$ cat src/rtl/fetch_stage.sv
// ----------------------------------------------------------------------------
// fetch_stage
//
// Instruction-fetch stage. Owns the program counter, drives the address of a
// synchronous-read instruction memory (one-cycle read latency) and pairs each
// returned word with its PC before offering it to decode. A one-entry hold
// buffer catches the offered word when decode stalls, so nothing is lost or
// duplicated. A redirect from execute squashes the offered word and restarts
// fetch at the target.
//
// Handshake: id_valid/id_ready. A transfer happens on a rising edge where
// id_valid && id_ready. Once id_valid is raised, id_pc/id_instr stay stable
// until the transfer, unless a redirect or reset squashes the offer.
//
// Optional build macro: FETCH_FAST_REDIRECT_EN
//   defined   - the redirect target goes straight to imem_addr in the redirect
//               cycle (one bubble), at the cost of a redirect_pc -> imem_addr
//               combinational path.
//   undefined - imem_addr is purely registered (two bubbles per redirect).
//
// Ports
//   clk               in   clock, all state on rising edge
//   rst_n             in   synchronous active-low reset
//   imem_addr         out  address to instruction memory
//   imem_instruction  in   word at the address presented the previous cycle
//   redirect_valid    in   taken branch/jump resolved this cycle
//   redirect_pc       in   redirect target, bits [1:0] ignored
//   id_valid          out  an instruction is offered to decode
//   id_ready          in   decode accepts this cycle
//   id_pc             out  PC of the offered instruction
//   id_instr          out  offered instruction (NOP_INSTR when id_valid=0)
// ----------------------------------------------------------------------------
module fetch_stage #(
  parameter logic [31:0] RESET_PC  = 32'h0000_0000,
  parameter logic [31:0] NOP_INSTR = 32'h0000_0013
) (
  input  logic        clk,
  input  logic        rst_n,
  output logic [31:0] imem_addr,
  input  logic [31:0] imem_instruction,
  input  logic        redirect_valid,
  input  logic [31:0] redirect_pc,
  output logic        id_valid,
  input  logic        id_ready,
  output logic [31:0] id_pc,
  output logic [31:0] id_instr
);

  // Next address to issue to memory.
  logic [31:0] pc_q, pc_d;
  // Tag for the word currently coming back from memory.
  logic        rsp_valid_q, rsp_valid_d;
  logic [31:0] rsp_pc_q, rsp_pc_d;
  // Skid entry holding the word offered when decode stalled.
  logic        hold_valid_q, hold_valid_d;
  logic [31:0] hold_pc_q, hold_pc_d;
  logic [31:0] hold_instr_q, hold_instr_d;

  logic [31:0] redirect_tgt;
  logic        offer_valid;
  logic [31:0] offer_pc;
  logic [31:0] offer_instr;
  logic        stall;

  assign redirect_tgt = redirect_pc & ~32'h0000_0003;

  // The hold entry, when present, is always older than the memory word.
  assign offer_valid = hold_valid_q | rsp_valid_q;
  assign offer_pc    = hold_valid_q ? hold_pc_q    : rsp_pc_q;
  assign offer_instr = hold_valid_q ? hold_instr_q : imem_instruction;

  // A redirect squashes whatever is offered in the same cycle.
  assign id_valid = offer_valid & ~redirect_valid;
  assign id_pc    = offer_pc;
  assign id_instr = id_valid ? offer_instr : NOP_INSTR;

  assign stall = id_valid & ~id_ready;

`ifdef FETCH_FAST_REDIRECT_EN
  assign imem_addr = redirect_valid ? redirect_tgt : pc_q;
`else
  assign imem_addr = pc_q;
`endif

  always_comb begin
    pc_d         = pc_q;
    rsp_valid_d  = rsp_valid_q;
    rsp_pc_d     = rsp_pc_q;
    hold_valid_d = hold_valid_q;
    hold_pc_d    = hold_pc_q;
    hold_instr_d = hold_instr_q;

    if (redirect_valid) begin
      hold_valid_d = 1'b0;
`ifdef FETCH_FAST_REDIRECT_EN
      // The target was already issued this cycle; it returns next cycle.
      pc_d        = redirect_tgt + 32'd4;
      rsp_pc_d    = redirect_tgt;
      rsp_valid_d = 1'b1;
`else
      pc_d        = redirect_tgt;
      rsp_valid_d = 1'b0;
`endif
    end else if (stall) begin
      // pc_q is re-issued so the word at pc_q is back in flight when the
      // stall releases; the offered word parks in the hold entry.
      rsp_pc_d    = pc_q;
      rsp_valid_d = 1'b1;
      if (!hold_valid_q) begin
        hold_valid_d = 1'b1;
        hold_pc_d    = offer_pc;
        hold_instr_d = offer_instr;
      end
    end else begin
      pc_d         = pc_q + 32'd4;
      rsp_pc_d     = pc_q;
      rsp_valid_d  = 1'b1;
      hold_valid_d = 1'b0;
    end
  end

  always_ff @(posedge clk) begin
    if (!rst_n) begin
      pc_q         <= RESET_PC;
      rsp_valid_q  <= 1'b0;
      rsp_pc_q     <= RESET_PC;
      hold_valid_q <= 1'b0;
      hold_pc_q    <= RESET_PC;
      hold_instr_q <= NOP_INSTR;
    end else begin
      pc_q         <= pc_d;
      rsp_valid_q  <= rsp_valid_d;
      rsp_pc_q     <= rsp_pc_d;
      hold_valid_q <= hold_valid_d;
      hold_pc_q    <= hold_pc_d;
      hold_instr_q <= hold_instr_d;
    end
  end

endmodule

$ cat config.mk
export PLATFORM = sky130hd
export DESIGN_NAME = fetch_stage
export DESIGN_NICKNAME = d
export VERILOG_FILES = /design/src/rtl/fetch_stage.sv
export SDC_FILE = /design/constraint.sdc
export NUM_CORES = 1
export LEC_CHECK = 0
export ABC_AREA = 0
export CAP_MARGIN = 5
export CORE_MARGIN = 2
export CORE_UTILIZATION = 25
export CTS_CLUSTER_DIAMETER = 120
export DETAILED_ROUTE_END_ITERATION = 10
export GPL_TIMING_DRIVEN = 0
export HOLD_SLACK_MARGIN = 0.06
export PLACE_DENSITY_LB_ADDON = 0.15
export SLEW_MARGIN = 20
export SYNTH_ARGS = -nofsm -noshare
export SYNTH_HDL_FRONTEND = slang
export SYNTH_SLANG_ARGS = --single-unit
$ cat constraint.sdc
create_clock -name clk -period 1.9 [get_ports clk]
set_input_delay 0.19 -clock clk [delete_from_list [all_inputs] [get_ports clk]]
set_output_delay 0.19 -clock clk [all_outputs]
set_load 0.03 [all_outputs]
# Word-level counts from Yosys, hierarchy flattened
# Cells that the tools add are included.
# word_totals
register_bits	130
latch_bits	0
ramBits	0
rom_bits	0
output_inout_bits	97
word_cells	25
mem_count	0
# op_classes
add_sub_neg	1
mul	0
div	0
magnitude_cmp	0
n_eq_ne	1
shifts	0
muxes	7
bitwise_logic	7
n_reduce_logical	2
# ops
cell	n
32-bit 2-to-1 mux	5
32-bit by 3-bit adder with 32-bit output (second input constant)	1
1-bit NOT	4
3-bit AND reduction	1
1-bit bitwise AND	2
1-bit 2-to-1 mux	2
2-bit != test (second input constant)	1
2-bit OR reduction	1
1-bit OR	1

# Longest topological paths before layout
# depth
word_depth	5
mapped_depth	7

# Least setup slack after synthesis
# No wires, ideal clock.
# synth_path
kind	reg-to-reg
startpoint	reg pc_q[2], in the netlist imem_addr[2]
endpoint	reg pc_q[18], in the netlist imem_addr[18]
arrival_ps	1842
required_time_ps	1809
setup_slack_ps	-33
path_stages_with_launch	6
synth_period_minus_slack_ps	1933
path_cell_list	dfxtp_1 > ha_1 > clkbuf_1 > nand4_4 > or3_1 > a311oi_1
# synth_between
elab_chain_len	3
# synth_rtl
item	line_no	rtl
start, declared	50	logic [31:0] pc_q, pc_d;
start signal, assigned	131	pc_q <= pc_d;
32-bit by 3-bit adder with 32-bit output	115	pc_d = pc_q + 32'd4;
32-bit 2-to-1 mux	104	end else if (stall) begin
32-bit 2-to-1 mux	93	if (redirect_valid) begin
# Every way passes these cells. The select of a mux whose other input is x is not followed.
# A chain may end at the register's enable or synchronous reset.

# Worst setup path after layout
# layout_path
startpoint	reg hold_valid_q
endpoint	out id_pc[18]
# layout_between
elab_chain_len	1
# layout_rtl
item	line_no	rtl
start, declared	55	logic hold_valid_q, hold_valid_d;
start signal, assigned	134	hold_valid_q <= hold_valid_d;
32-bit 2-to-1 mux	69	assign offer_pc = hold_valid_q ? hold_pc_q : rsp_pc_q;
end, declared	45	output logic [31:0] id_pc,
# Every way passes these cells.

==> run_results.csv <==
group,metric,value,unit
status,run_status,"finished, final reports clean",
synthesis,synth_warnings,0,
grt,globalRouteOverflowTotal,0,
synthesis,synth-edff-count,0,
cts,clk_pin_slew_worst_paths,60,ps
route,dr_iter_0_viols,318,
critical_path,ff_to_ff_start,"imem_addr[9]$_SDFFE_PN0P_",
critical_path,critPathCaptureType,"output port",
cts,cts_max_path_buffers,2,
critical_path,worstSetupStartpointType,"flop",
synthesis,synth.ff_latch_count,126,
critical_path,worst_setup_path_startpoint,"hold_valid_q$_SDFF_PP0_",
synthesis,avgSynthCellArea,8.22,µm²
timing,timing.final.max_slew_violations,0,
grt,total_global_route_track_usage,16.8,%
synthesis,synth_sequential_area_ratio,42.0,%
route,post-route-drc-count,0,
grt,pin_count_of_the_biggest_net_entering_global_routing,17,
critical_path,crit_fanout,10,
timing,shortest_clock_period_the_worst_path_allows_after_layout,1860,ps
synthesis,syn_inst,730,
flow_run,max_cap_violations,0,
cells_and_area,final_core_util,37.6,%
critical_path,critical_path.cell_chain,"buf_12 -> buf_12 -> mux2_2 -> buf_2",
timing,final.period_utilization,98.2,%
placement,place.detailed.hpwl,15300,µm
cts,ctsHtreeMaxLevel,4,
timing,grt_setup_unrepaired,"yes",
cells_and_area,finish.cell_count_without_fillers,1253,
critical_path,worstPathRequired,1710,ps
cts,cts.sinks,126,
route,routed_via_density,4.66,
floorplanning,die-area,25300,µm²
hold_path,timing.hold.worst.start,"redirect_valid",
route,wl_per_cell,17.1,µm
floorplanning,die_width,159,µm
timing,skew,8.00,ps
grt,first_global_vias,5801,
placement,numPlacedInstances,1209,
placement,place_congestion,0.817,
critical_path,worst-setup-path-type,"flop to output port",
floorplanning,dieHeight,159,µm
cts,cts.hold.buffers_added,0,
critical_path,cpLargestDelayFamily,"buffers and inverters",
cells_and_area,syn_to_final_growth,47.7,%
timing,max-slew-margin-rel,52.0,%
critical_path,timing.reg2reg.worst_path_depth,5,
cells_and_area,filler_cell_count,2479,
synthesis,fraction_of_registers_with_async_set_or_reset_after_synthesis,0,%
critical_path,crit_end,"id_pc[18]",
cells_and_area,finalNetCount,991,
power_and_ir_drop,static-leakage-power,3.37,nW
critical_path,timing.critical_path.arrival,1670,ps
cts,tritoncts,"yes",
route,drt_first_pass_iters,4,
floorplanning,initial_utilization,25.5,%
critical_path,reg2reg_slack,80,ps
timing,tightest_slew,720,ps
critical_path,slowest_stage,"sky130_fd_sc_hd__dfxtp_4",
floorplanning,placementRows,56,
placement,port_buffers,159,
cts,clock_tree.root_cell,"sky130_fd_sc_hd__clkbuf_16",
synthesis,synth_ff_type,"sky130_fd_sc_hd__dfxtp_1",
cells_and_area,antenna_cells,0,
route,routed_wl,21500,µm
critical_path,critPathBufInv,3,
route,detail-route-antenna-nets,0,
grt,number_of_antenna_violations_at_the_first_check_in_global_routing,0,
critical_path,critical-path-top-cell-by-count,"sky130_fd_sc_hd__buf_12",
timing,setup-violations-final,0,
cts,clkLatencyLatePin,420,ps
timing,hold_violations,0,
synthesis,post_synth_instance_area,6000,µm²
route,routed-via-count,5843,
hold_path,hold_path_class,"primary input to flop",
floorplanning,coreArea,23500,µm²
critical_path,cp_slowest_stage_delay,420,ps
cts,cts_inserted_buffers,17,
power_and_ir_drop,worst_ir_drop_vdd,444,µV
synthesis,yosys.cell_types.count,55,
power_and_ir_drop,power.density,817,nW/µm²
timing,totalNegativeSetupSlack,0,ps
timing,max_freq,0.536,GHz
critical_path,r2r-end,"imem_addr[24]$_SDFFE_PN0P_",
critical_path,cp_num_cells,4,
cells_and_area,drive_gt1_share,20.8,%
grt,grt_pass1_wl,33200,µm
floorplanning,number_of_top_level_pins,165,
[cell usage in the layout, fill, tap and decap left out, drive strengths merged, types with 4 or more instances in the layout]
master	count
xor2	6
buf	91
and3	4
nor2	70
dlymetal6s2s	4
a21oi	79
nor4	7
o21ai	21
and2	5
xnor2	5
a31oi	4
nor2b	4
mux2	32
clkdlybuf4s50	89
nand4	13
nand2	158
clkdlybuf4s15	6
nor3	8
a211oi	9
a311oi	8
dfxtp	126
and4	7
nand3	14
clkinv	6
clkbuf	58
mux2i	53
inv	5
[layer usage]
metal	up-vias	track usage [%]	share of wire (%)
met5	-	0	0
met4	0	4.96	1.3
met3	22	3.78	4.9
met2	160	26.5	44
met1	2731	22.9	49
li1	2930	-	-
[state kept, by name, summed over array words and instances, names as in the netlist]
register / cells
rsp_valid_q: 1
rsp_pc_q: 30
hold_pc_q: 32
hold_valid_q: 1
hold_instr_q: 32
imem_addr: 30
[worst min path at each step]
stage                                         endpoint  slack, ps  cells after the start
after global placement      hold_pc_q[22]$_SDFFE_PN0P_        440                      2
final                        rsp_pc_q[23]$_SDFFE_PN0N_        240                      4
after CTS                    rsp_pc_q[28]$_SDFFE_PN0N_        250                      3
after global routing         rsp_pc_q[28]$_SDFFE_PN0N_        290                      3
after detailed placement    hold_pc_q[29]$_SDFFE_PN0P_        440                      2
after floorplan           hold_instr_q[0]$_SDFFE_PN1P_        310                      2
[synth_stat cells (2+ instances only)]
cell type / instances / area [µm²]
sky130_fd_sc_hd__buf_1: 3 / 11.3
sky130_fd_sc_hd__nor2b_1: 4 / 25.0
sky130_fd_sc_hd__a21oi_1: 79 / 395
sky130_fd_sc_hd__buf_2: 14 / 70.1
sky130_fd_sc_hd__nand4_1: 11 / 68.8
sky130_fd_sc_hd__mux2_1: 2 / 22.5
sky130_fd_sc_hd__xor2_1: 6 / 52.6
sky130_fd_sc_hd__o21a_1: 2 / 15.0
sky130_fd_sc_hd__mux2_2: 30 / 338
sky130_fd_sc_hd__or4_1: 2 / 15.0
sky130_fd_sc_hd__nand3b_1: 2 / 15.0
sky130_fd_sc_hd__nor2_1: 70 / 263
sky130_fd_sc_hd__inv_1: 5 / 18.8
sky130_fd_sc_hd__nand2b_1: 3 / 18.8
sky130_fd_sc_hd__and2_1: 5 / 31.3
sky130_fd_sc_hd__a211oi_1: 9 / 67.6
sky130_fd_sc_hd__nand3_1: 14 / 70.1
sky130_fd_sc_hd__and4_1: 7 / 61.3
sky130_fd_sc_hd__clkbuf_1: 36 / 135
sky130_fd_sc_hd__o21ai_0: 21 / 105
sky130_fd_sc_hd__nor3_1: 7 / 35.0
sky130_fd_sc_hd__nor4_1: 6 / 37.5
sky130_fd_sc_hd__and3_1: 4 / 25.0
sky130_fd_sc_hd__a31oi_1: 4 / 25.0
sky130_fd_sc_hd__nor3b_1: 2 / 15.0
sky130_fd_sc_hd__mux2i_1: 53 / 531
sky130_fd_sc_hd__nand2_1: 158 / 593
sky130_fd_sc_hd__dfxtp_1: 126 / 2520
sky130_fd_sc_hd__o221ai_1: 3 / 26.3
sky130_fd_sc_hd__xnor2_1: 5 / 43.8
sky130_fd_sc_hd__or3_1: 3 / 18.8
sky130_fd_sc_hd__a311oi_1: 8 / 70.1
sky130_fd_sc_hd__buf_4: 4 / 30.0
[cells by family (layout without fill, tap and decap cells)]
group | count (synthesis) | in the layout | share of synthesized area (%)
AO/OA/AOI/OAI | 139 | 139 | 13.9
other | 1 | 2 | 0.0625
multiplexers | 85 | 85 | 14.8
XOR/XNOR | 11 | 11 | 1.61
adder cells (fa/ha/maj) | 1 | 1 | 0.208
flip-flops | 126 | 126 | 42.0
buffers and inverters | 63 | 266 | 4.48
AND/OR/NAND/NOR | 304 | 304 | 22.9
[layout make-up]
class                      instances  area, µm²  area share [%]
buffer                            56        408            4.60
multi-input combinational        542       3290            37.2
clock buffer                      20        457            5.15
inverter                           6       22.5           0.254
clock inverter                    11        141            1.60
tap                              319        399            4.50
sequential                       126       2530            28.6
timing repair buffer             173       1610            18.2
[worst min-delay path, cell delays in order]
cell                      delay [ps]
sky130_fd_sc_hd__buf_2           190
sky130_fd_sc_hd__nor2b_1          80
sky130_fd_sc_hd__a21oi_1         110
sky130_fd_sc_hd__nor2_1           50
[through the flow]
step                total power [mW]  hold WS (ps)  setup slack (ps)  area (µm²)
floorplan                       3.42           314              69.2        6010
global placement                3.93           438              -720        8000
detailed placement              3.93           444              -726        8000
CTS                             7.30           251              -126        8650
global route                    7.51           289             -32.3        8860
finish                          7.24           241              35.0        8860
[power by group]
group	switching, mW	internal (mW)	total, mW
Combinational	0.572	0.455	1.03
Sequential	0.127	2.74	2.87
Clock	1.23	2.11	3.34
Total	1.93	5.31	7.24
[repair_timing]
action	in CTS	in global routing
gates cloned	2	2
endpoints found under the setup margin	136	128
setup buffers	4	6
pin swaps	1	4
gates resized for setup	375	69
No activity file was read; power rests on OpenSTA's default activity.
